### src/rtl/spi_master_arbiter.sv
// Round-robin front end that shares one SPI_Master among three requesters.
// It latches each granted request, pulses load/start, times the frame and returns the read byte.
module spi_master_arbiter #(
  parameter int XFER_CYCLES  = 16,
  parameter int GUARD_CYCLES = 2
) (
  input  logic        clk,
  input  logic        rst_n,
  input  logic [2:0]  req,
  input  logic [23:0] req_wdata,
  input  logic [5:0]  req_addr,
  input  logic [5:0]  req_mode,
  output logic [2:0]  ack,
  output logic [2:0]  done,
  output logic [7:0]  rdata,
  output logic        err,
  output logic        busy,
  output logic        m_load,
  output logic        m_start,
  output logic [7:0]  m_data_to_write,
  output logic [1:0]  m_slave_address,
  output logic        m_cpol,
  output logic        m_cpha,
  input  logic [7:0]  m_data_read
);

  localparam int CW = $clog2(XFER_CYCLES + GUARD_CYCLES + 2);

  typedef enum logic [2:0] {IDLE, LOAD, XFER, CAPTURE, GUARD, ERR} state_t;

  state_t      state;
  logic [1:0]  ptr;
  logic [2:0]  owner;
  logic [CW-1:0] count;
  logic [7:0]  cfg_wdata;
  logic [1:0]  cfg_addr;
  logic [1:0]  cfg_mode;

  logic        grant_valid;
  logic [1:0]  grant_idx;
  logic [2:0]  grant_onehot;
  logic [1:0]  next_ptr;
  logic [7:0]  sel_wdata;
  logic [1:0]  sel_addr;
  logic [1:0]  sel_mode;
  int          cand;

  // The SPI_Master only ever sees the latched configuration, never the live request inputs.
  assign m_data_to_write = cfg_wdata;
  assign m_slave_address = cfg_addr;
  assign m_cpol          = cfg_mode[1];
  assign m_cpha          = cfg_mode[0];

  always_comb begin
    grant_valid = 1'b0;
    grant_idx   = 2'd0;
    cand        = 0;
    for (int i = 0; i < 3; i++) begin
      cand = (int'(ptr) + i) % 3;
      if (!grant_valid && req[cand]) begin
        grant_valid = 1'b1;
        grant_idx   = 2'(cand);
      end
    end
    grant_onehot = 3'b001 << grant_idx;
    next_ptr     = (grant_idx == 2'd2) ? 2'd0 : grant_idx + 2'd1;
    sel_wdata    = req_wdata[int'(grant_idx) * 8 +: 8];
    sel_addr     = req_addr[int'(grant_idx) * 2 +: 2];
    sel_mode     = req_mode[int'(grant_idx) * 2 +: 2];
  end

  // Pulse outputs default low each cycle so every ack/done/load/start is exactly one cycle wide.
  always_ff @(posedge clk or negedge rst_n) begin
    if (!rst_n) begin
      state     <= IDLE;
      ptr       <= 2'd0;
      owner     <= 3'd0;
      count     <= '0;
      cfg_wdata <= 8'd0;
      cfg_addr  <= 2'd0;
      cfg_mode  <= 2'd0;
      ack       <= 3'd0;
      done      <= 3'd0;
      rdata     <= 8'd0;
      err       <= 1'b0;
      busy      <= 1'b0;
      m_load    <= 1'b0;
      m_start   <= 1'b0;
    end else begin
      ack     <= 3'd0;
      done    <= 3'd0;
      m_load  <= 1'b0;
      m_start <= 1'b0;
      case (state)
        IDLE: begin
          if (grant_valid) begin
            cfg_wdata <= sel_wdata;
            cfg_addr  <= sel_addr;
            cfg_mode  <= sel_mode;
            owner     <= grant_onehot;
            ptr       <= next_ptr;
            busy      <= 1'b1;
            ack       <= grant_onehot;
            if (sel_addr == 2'd3) begin
              state <= ERR;
              done  <= grant_onehot;
              err   <= 1'b1;
            end else begin
              state   <= LOAD;
              m_load  <= 1'b1;
              m_start <= 1'b1;
            end
          end
        end
        LOAD: begin
          state <= XFER;
          // Modes 2/3 skip the first clock edge, so the frame needs one extra cycle.
          count <= CW'(XFER_CYCLES) + CW'(cfg_mode[1]);
        end
        XFER: begin
          if (count <= CW'(1)) begin
            state <= CAPTURE;
            done  <= owner;
            rdata <= m_data_read;
            err   <= 1'b0;
          end else begin
            count <= count - CW'(1);
          end
        end
        CAPTURE: begin
          state <= GUARD;
          count <= CW'(GUARD_CYCLES);
        end
        GUARD: begin
          if (count <= CW'(1)) begin
            state <= IDLE;
            busy  <= 1'b0;
          end else begin
            count <= count - CW'(1);
          end
        end
        ERR: begin
          state <= IDLE;
          busy  <= 1'b0;
        end
        default: begin
          state <= IDLE;
          busy  <= 1'b0;
        end
      endcase
    end
  end

endmodule

### config.mk
export PLATFORM = sky130hd
export DESIGN_NAME = spi_master_arbiter
export DESIGN_NICKNAME = d
export VERILOG_FILES = /design/src/rtl/spi_master_arbiter.sv
export SDC_FILE = /design/constraint.sdc
export NUM_CORES = 1
export LEC_CHECK = 0
export CAP_MARGIN = 0
export CORE_MARGIN = 8
export CORE_UTILIZATION = 24
export CTS_CLUSTER_DIAMETER = 80
export DETAILED_ROUTE_END_ITERATION = 6
export HOLD_SLACK_MARGIN = 0.03
export PLACE_DENSITY = 0.48
export REMOVE_ABC_BUFFERS = 1
export SYNTH_ARGS = -nofsm -noshare
export SYNTH_HDL_FRONTEND = slang
export SYNTH_SLANG_ARGS = --single-unit
### constraint.sdc
create_clock -name clk -period 2.8 [get_ports clk]
set_clock_uncertainty 0.2 [all_clocks]
set_input_delay 0.56 -clock clk [delete_from_list [all_inputs] [get_ports clk]]
set_output_delay 0.56 -clock clk [all_outputs]
set_load 0.01 [all_outputs]
==> results of run 1 <==
cells by family (layout without fill, tap and decap cells):
group / after synthesis / after routing / synth area share, %
AND/OR/NAND/NOR: 82 / 82 / 16.0
buffers and inverters: 26 / 114 / 6.02
multiplexers: 31 / 31 / 14.0
adder cells (fa/ha/maj): 6 / 6 / 3.06
flip-flops: 41 / 41 / 41.8
AO/OA/AOI/OAI: 64 / 64 / 18.7
XOR/XNOR: 1 / 1 / 0.357
layout by cell type, fill, tap and decap left out, types with 3 or more instances in the layout:
master / n
buf_4: 15
o21ai_0: 10
nand2_1: 45
inv_1: 10
mux2_4: 5
dfrtp_1: 41
nor2b_1: 3
clkbuf_8: 5
ha_1: 5
a22o_1: 3
o21ai_1: 12
mux2_2: 7
mux2i_1: 19
nand3b_1: 3
nor2_1: 10
a21oi_1: 10
nor3_1: 3
clkdlybuf4s50_1: 77
o21a_1: 3
nand3_1: 6
state kept, by name, indices dropped and copies added (netlist names):
name	count
err	1
cfg_mode	2
ptr	2
done	3
ack	3
m_slave_address	2
rdata	8
busy	1
owner	2
m_data_to_write	8
m_start	1
count	5
state	3
Yosys cell counts (2+ instances only):
| library cell | count |
|---|---|
| a22o_1 | 3 |
| a21o_1 | 2 |
| mux2_2 | 7 |
| mux2_4 | 5 |
| nand2_1 | 45 |
| a2bb2oi_1 | 2 |
| nor2b_1 | 3 |
| o211ai_1 | 2 |
| o32a_1 | 2 |
| dfrtp_1 | 41 |
| o221ai_1 | 2 |
| nor2_1 | 10 |
| o21ai_1 | 12 |
| o21ai_0 | 10 |
| inv_1 | 10 |
| a21oi_1 | 10 |
| nand2b_1 | 2 |
| clkbuf_1 | 7 |
| mux2i_1 | 19 |
| o21a_1 | 3 |
| ha_1 | 6 |
| nor3_1 | 3 |
| buf_4 | 3 |
| nand3_1 | 6 |
| nand3b_1 | 3 |
through the flow:
step | setup slack [ps] | setup TNS, ps
finish | 188 | 0
global route | 38.3 | 0
CTS | 16.0 | 0
detailed placement | -64.6 | -466
global placement | -69.8 | -523
floorplan | 120 | 0
report_power, final:
group	internal (mW)	switching [mW]	leakage [nW]
Sequential	0.877	0.228	0.503
Combinational	1.37	1.23	1.02
Clock	0.172	0.213	0.0439
Total	2.42	1.68	1.56
area by class of cell:
type                    count  area, sq um  share of cell area (%)
clock buffers               5         68.8                    1.94
inverters                  11         43.8                    1.24
repair buffers             95          928                    26.2
multi-input cells         184         1280                    36.3
flip-flops and latches     41         1030                    29.0
clock inverters             3         17.5                   0.495
well taps                 136          170                    4.81
per-layer routing:
layer / up-vias / GRT usage [%] / share of wire, %
met3: 8 / 2.72 / 5.4
met1: 1011 / 11.8 / 42
met4: 0 / 2.82 / 0.95
met5: - / 0 / 0
li1: 1063 / - / -
met2: 48 / 17.2 / 52
final timing paths:
path / slack (ps) / from / endpoint
worst max-delay path: 190 / ptr[1] / m_slave_address[1]
worst min-delay path: 120 / rst_n / count[2]
worst max register to register: 190 / ptr[1] / m_slave_address[1]
worst min register to register: 280 / rdata[1] / rdata[1]
max in group asynchronous: 1910 / rst_n / ptr[0]
min in group clk: 280 / rdata[1] / rdata[1]
critical path, cell delays in order, from the launching register on:
cell and delay, ps:
dfrtp_1 440, inv_1 100, ha_2 300, mux2i_1 350, o21a_4 210, o221ai_2 110, and2_2 260, buf_4 160
a31o_2 230, a2bb2oi_1 120
what timing repair did:
item	4_1_cts	5_1_grt
endpoints found under the setup margin	0	15
buffers inserted	0	0
endpoints found under the hold margin	0	0
gates resized for setup	0	2
==> key figures, run 1 <==
Power and ir drop
  – Power per cell area: 1160 nW/um^2
  – Worst vdd ir: 0.449 mV
  – Overall Power: 4.10 mW
  – Leak: 1.56 nW

Final layout
  – Synthesis-to-finish area growth: 44.2%
  – # diodes: 0
  – Fin util: 34.9%
  – Final Instance Area: 3540 sq um
  – Fill count: 1046
  – NumNets Final: 393
  – Fin cells: 475
  – Share of layout cells above drive strength 1: 15.0%

Global routing
  – Largest net degree at the start of global routing: 42
  – Initial antenna violation count: 0
  – Number of global-route vias before repair: 2119
  – Total GRT Usage: 9.93%
  – Remaining global-route overflow: 0
  – First-pass GRT wire length: 10.6 mm

STA
  – Worst Tran Pin Value: 532 ps
  – Final Max Slew Viols: 0
  – Relative slew slack: 64.5%
  – RSZ-0062 raised after global routing: false
  – Final Hold Fails: 0
  – Setup violations, final: 0
  – F_max: 383 MHz
  – WHS: 116 ps
  – Final period util: 93.3%
  – Post-route minimum period: 2610 ps

Place
  – DP HPWL: 5.26 mm
  – Placer congestion estimate: 0.782
  – PortBufs: 78
  – Placed inst area: 3450 sq um
  – Dpl cells: 467

Job
  – Max-Cap Viols: 0

Die
  – Die X: 117 um
  – Die Y: 117 um
  – Die area: 13700 sq um
  – FP Rows: 37
  – Starting Density: 24.2%
  – Top Ports: 79
  – Core Footprint: 10100 sq um

Yosys
  – Sequential element share of the synthesized area: 41.8%
  – Synth area leader: dfrtp_1
  – Synthesized area: 2450 sq um
  – Syn_area_per_cell: 9.78 sq um
  – Yosys reg bits: 41
  – Syn Inst Count: 251
  – Top_reg_cell synth: dfrtp_1
  – EDFF count, synth: 0
  – Warnings, synthesis: 0
  – Unique cell type count in the Yosys netlist: 58
  – Area share of the largest cell type after synthesis: 41.8%
  – Async S/R FF share, synth: 100%
  – Synth area leaders: dfrtp_1 (42%), mux2i_1 (7.8%), nand2_1 (6.9%)

Worst setup path
  – Worst Path Max Fanout: 10
  – Arrival time at the worst endpoint: 2580 ps
  – Depth of the worst register-to-register path: 9
  – Worst path required time: 2770 ps
  – CP Capture Type: register
  – Setup crit start kind: register
  – CP Class: register to register

Clock tree
  – CTS tree: done
  – H-tree level count: 2
  – Inserted Clock Buffers: 5
  – Post-CTS Hold Fix Bufs: 0
  – Clk sinks: 41
  – CTS clk-pin slew, worst paths: 90 ps
  – Clk root buf: clkbuf_8
  – Max Root-Sink Buffers: 2
  – Clk_lat worst skew: 300 ps

Routing
  – Pre-antenna DRT Iters: 4
  – Residual DRC: 0
  – Detail Route Antenna Nets: 0
  – Initial DRC Count: 84
  – WL/cell: 14.4 um
  – Via Count: 2130
  – Drt total wl: 6.85 mm
  – DR vias/cell: 4.48

Status
  – Status: finished, final reports clean

Hold path
  – Tightest Hold Check Type: input port to asynchronous set/reset pin
No activity file was read; power rests on OpenSTA's default activity.
==> run 2, diff against run 1 <==
Settings changed: CTS_CLUSTER_SIZE from default to 16, REMOVE_ABC_BUFFERS 1 to default.
==> run 2 against run 1 <==
Net effect: total power fell by 1.8%; critical path type unchanged; first-iteration DRC count rose by 17%; final cell count fell by 1.5%; via count fell by 1.3%; register-to-register slack improved by 40 ps.
==> key figures, run 2 (synthesized netlist as in run 1, its figures left out) <==
Worst setup path
  – Worst Path Max Fanout: 6
  – Depth of the worst register-to-register path: 9
  – Setup crit start kind: register
  – Worst path required time: 2780 ps
  – Reg2reg start: ptr[1]
  – CP Class: register to register
  – R2r setup slk: 230 ps
  – Reg2reg end: m_data_to_write[6]
  – Arrival time at the worst endpoint: 2550 ps
  – CP Capture Type: register

Clock tree
  – Clk_lat worst skew: 290 ps
  – Post-CTS Repair Setup Buffers: 0
  – CTS clk-pin slew, worst paths: 80 ps
  – Clk root buf: clkbuf_8
  – Max Root-Sink Buffers: 2
  – Clk sinks: 41
  – Post-CTS Hold Fix Bufs: 0
  – H-tree level count: 2
  – PostCTS Resize Cnt: 0
  – CTS tree: done
  – Inserted Clock Buffers: 5

Final layout
  – Fin cells: 468
  – Area occupied by multi-input gates: 1290 sq um
  – Fill count: 1017
  – Commonest cells after routing, fill and taps aside: clkdlybuf4s50_1 (77), nand2_1 (45), dfrtp_1 (41)
  – Leading cell type in the layout, fill and taps excluded: clkdlybuf4s50_1
  – Fin util: 34.4%
  – Synthesis-to-finish area growth: 42.3%
  – # diodes: 0
  – Share of layout cells above drive strength 1: 13.3%
  – NumNets Final: 388
  – Register area: 1030 sq um

Global routing
  – Total GRT Usage: 10.0%
  – First-pass GRT wire length: 10.8 mm
  – Largest net degree at the start of global routing: 42
  – Remaining global-route overflow: 0
  – Number of global-route vias before repair: 2257
  – Initial antenna violation count: 0

Routing
  – Drt total wl: 6.78 mm
  – WL/cell: 14.5 um
  – Via Count: 2102
  – DR vias/cell: 4.49
  – Residual DRC: 0
  – Pre-antenna DRT Iters: 4
  – Detail Route Antenna Nets: 0
  – Initial DRC Count: 98

Die
  – FP Rows: 37
  – Die X: 117 um
  – Core Footprint: 10100 sq um
  – Die Y: 117 um
  – Top Ports: 79
  – Starting Density: 24.2%
  – Die area: 13700 sq um

Place
  – PortBufs: 78
  – Post-place setup slack: -44.5 ps
  – DP HPWL: 5.14 mm
  – Placer congestion estimate: 0.833
  – Dpl cells: 462

Power and ir drop
  – Power per cell area: 1150 nW/um^2
  – Sw frac: 41.1%
  – P_int: 2.37 mW
  – Clk network pwr share: 9.1%
  – Leak: 1.54 nW
  – Overall Power: 4.02 mW
  – Reg power frac: 27.9%
  – Worst vdd ir: 0.370 mV
  – Sw power: 1.65 mW
  – Combinational Power Share: 63.0%

STA
  – F_max: 389 MHz
  – Final period util: 91.8%
  – Setup violations, final: 0
  – RSZ-0062 raised after global routing: false
  – Post-route minimum period: 2570 ps
  – Relative slew slack: 35.8%
  – Worst Tran Pin Value: 963 ps
  – Final Max Slew Viols: 0
  – Setup WS post-layout: 228 ps
  – Final Hold Fails: 0
  – Setup TNS Final: 0 ps

Hold path
  – Tightest Hold Check Type: input port to asynchronous set/reset pin

Yosys
  – Syn Nets: 306

Status
  – Status: finished, final reports clean

Job
  – Max-Cap Viols: 0
-- run 2: changes by cell type in the layout (fill, tap and decap cells not counted), sizes merged --
cell and change:
buf -5, clkinv -1, clkinvlp -1
-- run 2: layout make-up --
class | count | share of cell area [%]
Inverter | 11 | 1.25
Timing Repair Buffer | 90 | 25.5
Clock inverter | 1 | 0.143
Sequential cell | 41 | 29.4
Clock buffer | 5 | 1.97
Multi-Input combinational cell | 184 | 36.8
Tap cell | 136 | 4.87
-- run 2: per-stage QoR --
stage | hold slack, ps | cell area (sq um)
floorplan | 64.4 | 2450
global placement | 258 | 3410
detailed placement | 267 | 3410
CTS | 258 | 3480
global route | 294 | 3490
finish | 220 | 3490
-- run 2: critical path, stage by stage (launching register included) --
cell and delay [ps]:
dfrtp_1 440, inv_1 100, ha_1 300, mux2i_2 320
o21ai_1 130, o221ai_2 220, and2_1 300, buf_4 200
mux2i_1 180, o21ai_0 80
-- run 2: per-layer routing --
metal | GRT usage, % | routed length [um]
met1 | 11.6 | 2950
met2 | 17.1 | 3240
met3 | 3.08 | 462
met4 | 4.01 | 126
met5 | 0 | 0
-- run 2: worst max path at each step --
stage | to | slack [ps] | startpoint
after CTS | m_data_to_write[6] | 170 | ptr[0]
after detailed placement | m_data_to_write[6] | -40 | req[1]
final | m_data_to_write[6] | 230 | ptr[1]
after global placement | m_start | 4 | req[0]
after floorplan | m_data_to_write[1] | 340 | ptr[0]
after global routing | err | 4 | ptr[1]
-- run 2: power groups by stage --
stage          Clock (mW)  Sequential, mW  Combinational, mW
2_1_floorplan           0            1.13               1.65
3_3_place_gp            0            1.13               2.54
3_5_place_dp            0            1.13               2.56
4_1_cts             0.385            1.13               2.56
5_1_grt             0.407            1.17               2.81
6_report            0.366            1.12               2.53
